===== config.mk =====
export PLATFORM = sky130hd
export DESIGN_NAME = calc_arbiter
export DESIGN_NICKNAME = d
export VERILOG_FILES = /design/src/rtl/calc_arbiter.sv
export SDC_FILE = /design/constraint.sdc
export NUM_CORES = 1
export LEC_CHECK = 0
export CORE_MARGIN = 2
export CORE_UTILIZATION = 40
export DETAILED_ROUTE_END_ITERATION = 10
export PLACE_DENSITY_LB_ADDON = 0.2
export SYNTH_ARGS = -nofsm -noshare
export SYNTH_HDL_FRONTEND = slang
export SYNTH_SLANG_ARGS = --single-unit
export TNS_END_PERCENT = 50

===== constraint.sdc =====
create_clock -name clk -period 3.5 [get_ports clk]
set_input_delay 0.525 -clock clk [delete_from_list [all_inputs] [get_ports clk]]
set_output_delay 0.525 -clock clk [all_outputs]
set_load 0.05 [all_outputs]

===== src/rtl/calc_arbiter.sv =====
// Round-robin arbiter that shares one 4-bit calculator among N requesters.
// Divide-by-zero requests are answered directly without using the datapath.
module calc_arbiter #(
    parameter int N = 4
) (
    input  logic           clk,
    input  logic           rst,
    input  logic [N-1:0]   req_valid,
    input  logic [2*N-1:0] req_op,
    input  logic [4*N-1:0] req_a,
    input  logic [4*N-1:0] req_b,
    output logic [N-1:0]   req_ready,
    output logic [N-1:0]   resp_valid,
    output logic [3:0]     resp_result,
    output logic           resp_carry,
    output logic           resp_err,
    output logic           calc_st,
    output logic [1:0]     calc_op,
    output logic [3:0]     calc_a,
    output logic [3:0]     calc_b,
    input  logic [3:0]     calc_result,
    input  logic           calc_carry
);

    localparam int PW = (N > 1) ? $clog2(N) : 1;

    typedef enum logic [1:0] {IDLE, ISSUE, CAPTURE, RESP} state_e;

    state_e        state_q, state_d;
    logic [PW-1:0] ptr_q, ptr_d;
    logic [PW-1:0] gnt_q, gnt_d;
    logic [1:0]    op_q, op_d;
    logic [3:0]    a_q, a_d;
    logic [3:0]    b_q, b_d;
    logic [3:0]    res_q, res_d;
    logic          carry_q, carry_d;
    logic          err_q, err_d;
    logic          st_q, st_d;
    logic [N-1:0]  rv_q, rv_d;

    logic          found;
    logic [PW-1:0] gsel;
    logic [PW:0]   cand;

    // First valid requester at or above ptr, wrapping modulo N.
    always_comb begin
        found = 1'b0;
        gsel  = '0;
        cand  = '0;
        for (int k = 0; k < N; k++) begin
            cand = {1'b0, ptr_q} + (PW+1)'(k);
            if (cand >= (PW+1)'(N)) cand = cand - (PW+1)'(N);
            if (!found && req_valid[cand[PW-1:0]]) begin
                found = 1'b1;
                gsel  = cand[PW-1:0];
            end
        end
    end

    always_comb begin
        state_d   = state_q;
        ptr_d     = ptr_q;
        gnt_d     = gnt_q;
        op_d      = op_q;
        a_d       = a_q;
        b_d       = b_q;
        res_d     = res_q;
        carry_d   = carry_q;
        err_d     = err_q;
        req_ready = '0;
        unique case (state_q)
            IDLE: begin
                if (found) begin
                    req_ready[gsel] = 1'b1;
                    gnt_d = gsel;
                    op_d  = req_op[2*int'(gsel) +: 2];
                    a_d   = req_a[4*int'(gsel) +: 4];
                    b_d   = req_b[4*int'(gsel) +: 4];
                    if (op_d == 2'b11 && b_d == 4'd0) begin
                        res_d   = 4'd0;
                        carry_d = 1'b0;
                        err_d   = 1'b1;
                        state_d = RESP;
                    end else begin
                        state_d = ISSUE;
                    end
                end
            end
            ISSUE: state_d = CAPTURE;
            CAPTURE: begin
                res_d   = calc_result;
                carry_d = calc_carry;
                err_d   = 1'b0;
                state_d = RESP;
            end
            RESP: begin
                ptr_d   = (gnt_q == PW'(N-1)) ? '0 : gnt_q + 1'b1;
                state_d = IDLE;
            end
            default: state_d = IDLE;
        endcase
        if (rst) req_ready = '0;
    end

    // Strobes are registered from the next state so they line up with it.
    always_comb begin
        st_d = (state_d == ISSUE);
        rv_d = '0;
        if (state_d == RESP) rv_d[gnt_d] = 1'b1;
    end

    always_ff @(posedge clk) begin
        if (rst) begin
            state_q <= IDLE;
            ptr_q   <= '0;
            gnt_q   <= '0;
            op_q    <= '0;
            a_q     <= '0;
            b_q     <= '0;
            res_q   <= '0;
            carry_q <= 1'b0;
            err_q   <= 1'b0;
            st_q    <= 1'b0;
            rv_q    <= '0;
        end else begin
            state_q <= state_d;
            ptr_q   <= ptr_d;
            gnt_q   <= gnt_d;
            op_q    <= op_d;
            a_q     <= a_d;
            b_q     <= b_d;
            res_q   <= res_d;
            carry_q <= carry_d;
            err_q   <= err_d;
            st_q    <= st_d;
            rv_q    <= rv_d;
        end
    end

    assign resp_valid  = rv_q;
    assign resp_result = res_q;
    assign resp_carry  = carry_q;
    assign resp_err    = err_q;
    assign calc_st     = st_q;
    assign calc_op     = op_q;
    assign calc_a      = a_q;
    assign calc_b      = b_q;

endmodule


# == Yosys cells after proc, flatten, opt, wreduce, memory -nomap -nowiden ==
# Cells that the tools add are included.
# totals
inputBits,51
word_cells,101
regBits,27
# classes
shifts,3
bitwise,1
n_lt_le_gt_ge,12
reduce_logical,15
eq_ne,9
n_mux,42
addsub,8
# op_table
cell,n
16-bit by 5-bit variable part select with 4-bit output,2
2-bit 2-to-1 mux,13
4-bit 2-to-1 mux,5
"2-bit by 3-bit less-than comparator with 1-bit output, second input constant",6
1-bit 2-to-1 mux,14
"2-bit == test, second input constant",5
"3-bit greater-or-equal comparator, second input constant",3
1-bit binary-select mux with 2-bit select,4
2-bit case mux with 4 select lines,1
4-bit case mux with 2 select lines,1
8-bit by 4-bit variable part select with 2-bit output,1
"2-bit by 1-bit subtractor with 2-bit output, second input constant",4
"2-bit by 2-bit adder with 3-bit output, second input constant",2
1-bit logical AND,6
1-bit demux with 2-bit select,2
"2-bit by 1-bit == test with 1-bit output, second input constant",2
"2-bit by 1-bit greater-or-equal comparator with 1-bit output, second input constant",2
4-bit zero test,1
"2-bit inequality test, second input constant",2
1-bit case mux with 2 select lines,2
"2-bit by 1-bit adder with 3-bit output, second input constant",1
"2-bit by 3-bit greater-or-equal comparator with 1-bit output, second input constant",1
1-bit zero test,3
3-bit AND reduction,1
other kinds (6),6

# == Longest topological paths before layout ==
# depth
ltp_word,23
ltp_mapped,10
ltp_nobuf,8

# == Worst setup path before layout ==
# OpenSTA, ideal clock, no wires.
# synth_path
path_type,input to output
startpoint,input port req_valid[2]
endpoint,output port req_ready[0]
t_arrival_ps,2990
path_buffers,2
setup_slack_ps,-15
path_stages,6
cell_sequence,nor2b_4 > a221oi_2 > a21oi_4 > buf_6 > clkbuf_1 > nor4_1
# synth_via
elab_chain_cells,19
elab_cells_between_ends,30
cone_classes,order compare: 2; mux: 21; reduce/logical: 7
# synth_lines
element,line,rtl
start: declaration,8,"input logic [N-1:0] req_valid,"
1-bit binary-select mux with 2-bit select,53,if (!found && req_valid[cand[PW-1:0]]) begin
1-bit 2-to-1 mux (implied by the code),53,
1-bit 2-to-1 mux,53,
1-bit zero test,53,
1-bit logical AND,53,
1-bit 2-to-1 mux,53,
1-bit zero test,53,
1-bit logical AND,53,
[... 3 more ...],n/a,
2-bit 2-to-1 mux,53,
2-bit by 3-bit less-than comparator with 1-bit output (implied by the code) or 2-bit by 1-bit greater-or-equal comparator with 1-bit output (tied branches),74,req_ready[gsel] = 1'b1;
1-bit logical AND (implied by the code),74,
1-bit 2-to-1 mux (implied by the code),74,
1-bit demux with 2-bit select,74,
4-bit 2-to-1 mux *,73,if (found) begin
4-bit 2-to-1 mux *,71,unique case (state_q)
4-bit 2-to-1 mux *,102,if (rst) req_ready = '0;
end: declaration,12,"output logic [N-1:0] req_ready,"
# Mark *: on every way between the ends. The rest lies on a longest branch, timed or not. The select of a mux whose other input is x is not followed.

# == Worst setup path after layout ==
# layout_path
startpoint,input port req_valid[2]
endpoint,output port req_ready[3]
# The elaborated chain is that of the path after synthesis.

==> out/results.tsv <==
stage	metric	value	unit
final_layout	fin_cells	293	
power	p_leak	0.892	nW
outcome	status	complete, no violations	
yosys	synth_area	1550	µm²
worst_setup_path	path_class	input pin to output port	
sta	rsz0062_at_grt	false	
detailed_routing	wl_met3	226	µm
sta	min_period	2.93	ns
sta	fmax	0.341	GHz
global_route	grt_pass1_vias	1381	
detailed_routing	vias_per_cell	4.99	
clock_network	path_clk_slew	0.09	ns
clock_network	clockBufferDepth	2	
global_route	grt_max_degree	21	
run	cap_violations	0	
sta	setup_slack	0.567	ns
detailed_routing	drt-met1-wl	1790	µm
detailed_routing	antenna_left	0	
final_layout	nets	302	
worst_setup_path	startpoint	req_valid[2]	
yosys	synth.avg_cell_area	9.09	µm²
hold_path	hp-start	calc_a[3]	
global_route	track_usage	0.180	
placed_design	dp_cells	289	
worst_setup_path	start_kind	input pin	
floorplan	rows	22	
yosys	yosysSeqAreaShare	0.348	
worst_setup_path	arrival	2.41	ns
sta	tns	0	ns
yosys	syn_nets	227	
placed_design	dp_slack	0.367	ns
detailed_routing	wl_met2	1730	µm
clock_network	clkLatencyLatePin	0.27	ns
floorplan	fp.dieH	66.3	µm
detailed_routing	top_layer	met4	
worst_setup_path	cp_max_fo	6	
floorplan	die_w	66.3	µm
power	power_density	479	nW/µm²
sta	hold_viol	0	
yosys	ys_async_sr_fraction	0	
worst_setup_path	r2r_cells	7	
clock_network	cts_root_buffer	clkbuf_8	
detailed_routing	first_pass_iters	4	
clock_network	cts-resized-gates	0	
global_route	grt_pass1_wl	6240	µm
clock_network	cts_htree_levels	1	
final_layout	n_antenna_cell	0	
detailed_routing	drt_drc_violations_left	0	
placed_design	io_buffers	75	
hold_path	worstHoldEndpoint	calc_a[3]	
power	p_total	1.15	mW
floorplan	io_pins	76	
floorplan	start_util	0.421	
sta	maxSlewHeadroom	0.644	
detailed_routing	num_vias	1462	
yosys	synth_seq_cells	27	
worst_setup_path	r2r_slack	0.97	ns
detailed_routing	drt_iter0_drc	39	
clock_network	post_cts_buffers	0	
clock_network	cts.hold.buffers_added	0	
sta	tightest_slew	0.531	ns
final_layout	fin_area	2400	µm²
clock_network	cts_buffers	3	
floorplan	core_area	3690	µm²
yosys	synthCells	171	
hold_path	hp-class	flop to flop	
yosys	yosysWarnings	0	
power	peakVddDrop	0.267	mV
sta	fin_crit_sh	0.838	
floorplan	dieArea	4400	µm²
final_layout	area_delta_synth_final	54.4	%
worst_setup_path	worstPathRequired	2.97	ns
clock_network	cts_tree	yes	
global_route	grt_overflow	0	
sta	hold_slack	0.462	ns
global_route	antenna_found_initial	0	
sta	slew_viol_final	0	
final_layout	drive_above_1_share	0.127	
final_layout	fin_util	0.651	
clock_network	clock-sinks	27	
yosys	yosysUniqueCellTypes	36	
detailed_routing	wl_per_cell	13.0	µm
yosys	synth_edf_count	0	
yosys	synth-main-ff-cell	dfxtp_1	
sta	fin_skew	0.00243	ns
worst_setup_path	worstReg2RegStart	ptr_q[1]	
placed_design	dpl_cell_area	2350	µm²
hold_path	worstHoldPathCells	2	
placed_design	dp_hpwl	2950	µm
worst_setup_path	rr_endpoint	resp_carry	
detailed_routing	wirelength	3810	µm
worst_setup_path	worstSetupEndpointType	output port	
sta	setup_viol	0	
placed_design	place_congestion	0.760	
critical path, cell delays in order:
cell and delay, ns:
clkdlybuf4s50_1 0.47, or4_1 0.67, nand2_1 0.26, nor2_1 0.10
and3_1 0.20, buf_4 0.19
synth_stat cells, types with 2 or more instances:
cell type,instances,share of area
nor2_1,18,0.043
clkbuf_1,5,0.012
ha_1,5,0.040
nor4_1,6,0.024
o211ai_1,4,0.019
a21oi_1,10,0.032
nand2b_1,6,0.024
inv_1,4,0.0097
nor2b_1,3,0.012
mux2i_1,26,0.17
nand2_1,23,0.056
mux2_2,10,0.072
o21ai_0,2,0.0064
dfxtp_1,27,0.35
cell families (layout without fill, tap and decap cells):
logic type / after synthesis / count (layout) / share of synthesized area
AO/OA/AOI/OAI: 25 / 25 / 0.116
multiplexers: 36 / 36 / 0.240
flip-flops: 27 / 27 / 0.348
adder cells (fa/ha/maj): 5 / 5 / 0.0403
AND/OR/NAND/NOR: 65 / 65 / 0.217
buffers and inverters: 13 / 87 / 0.0394
power breakdown:
part	switching, mW	total (mW)	internal [mW]
sequential	0.0251	0.380	0.355
combinational	0.353	0.591	0.238
clock	0.0969	0.178	0.0808
total	0.475	1.15	0.674
cells in the final DEF (no fill, tap or decap), types with 4 or more instances in the layout:
cell	instances
a21oi_1	10
buf_4	8
clkdlybuf4s50_1	71
dfxtp_1	27
ha_1	5
inv_1	4
mux2_2	10
mux2i_1	26
nand2_1	23
nand2b_1	6
nor2_1	18
nor4_1	5
o211ai_1	4
layout make-up:
cell class              count  area (µm²)
clock buffers               3        41.3
clock inverters             1        7.51
fillers                   324        1290
inverters                   4        15.0
multi-input cells         131         965
flip-flops and latches     27         541
well taps                  48        60.1
repair buffers             79         771
per-layer routing:
layer | vias to the layer above | GRT usage
li1 | 748 | -
met1 | 662 | 0.239
met2 | 45 | 0.299
met3 | 7 | 0.0307
met4 | 0 | 0.0459
met5 | - | 0
registers in the layout, indices dropped and copies added, names as in the netlist:
name / count
calc_a: 4
calc_b: 4
calc_op: 2
calc_st: 1
gnt_q: 2
ptr_q: 2
resp_carry: 1
resp_err: 1
resp_result: 4
resp_valid: 4
state_q: 2
worst max-delay path by stage:
stage | slack (ns) | depth (start not counted) | endpoint
2_1_floorplan | 0.56 | 6 | req_ready[0]
3_3_place_gp | 0.44 | 10 | resp_valid[0]
3_5_place_dp | 0.37 | 10 | resp_valid[0]
4_1_cts | 0.58 | 6 | req_ready[3]
5_1_grt | 0.46 | 7 | req_ready[3]
6_report | 0.57 | 6 | req_ready[3]
Power figures use the tool's default switching activity.
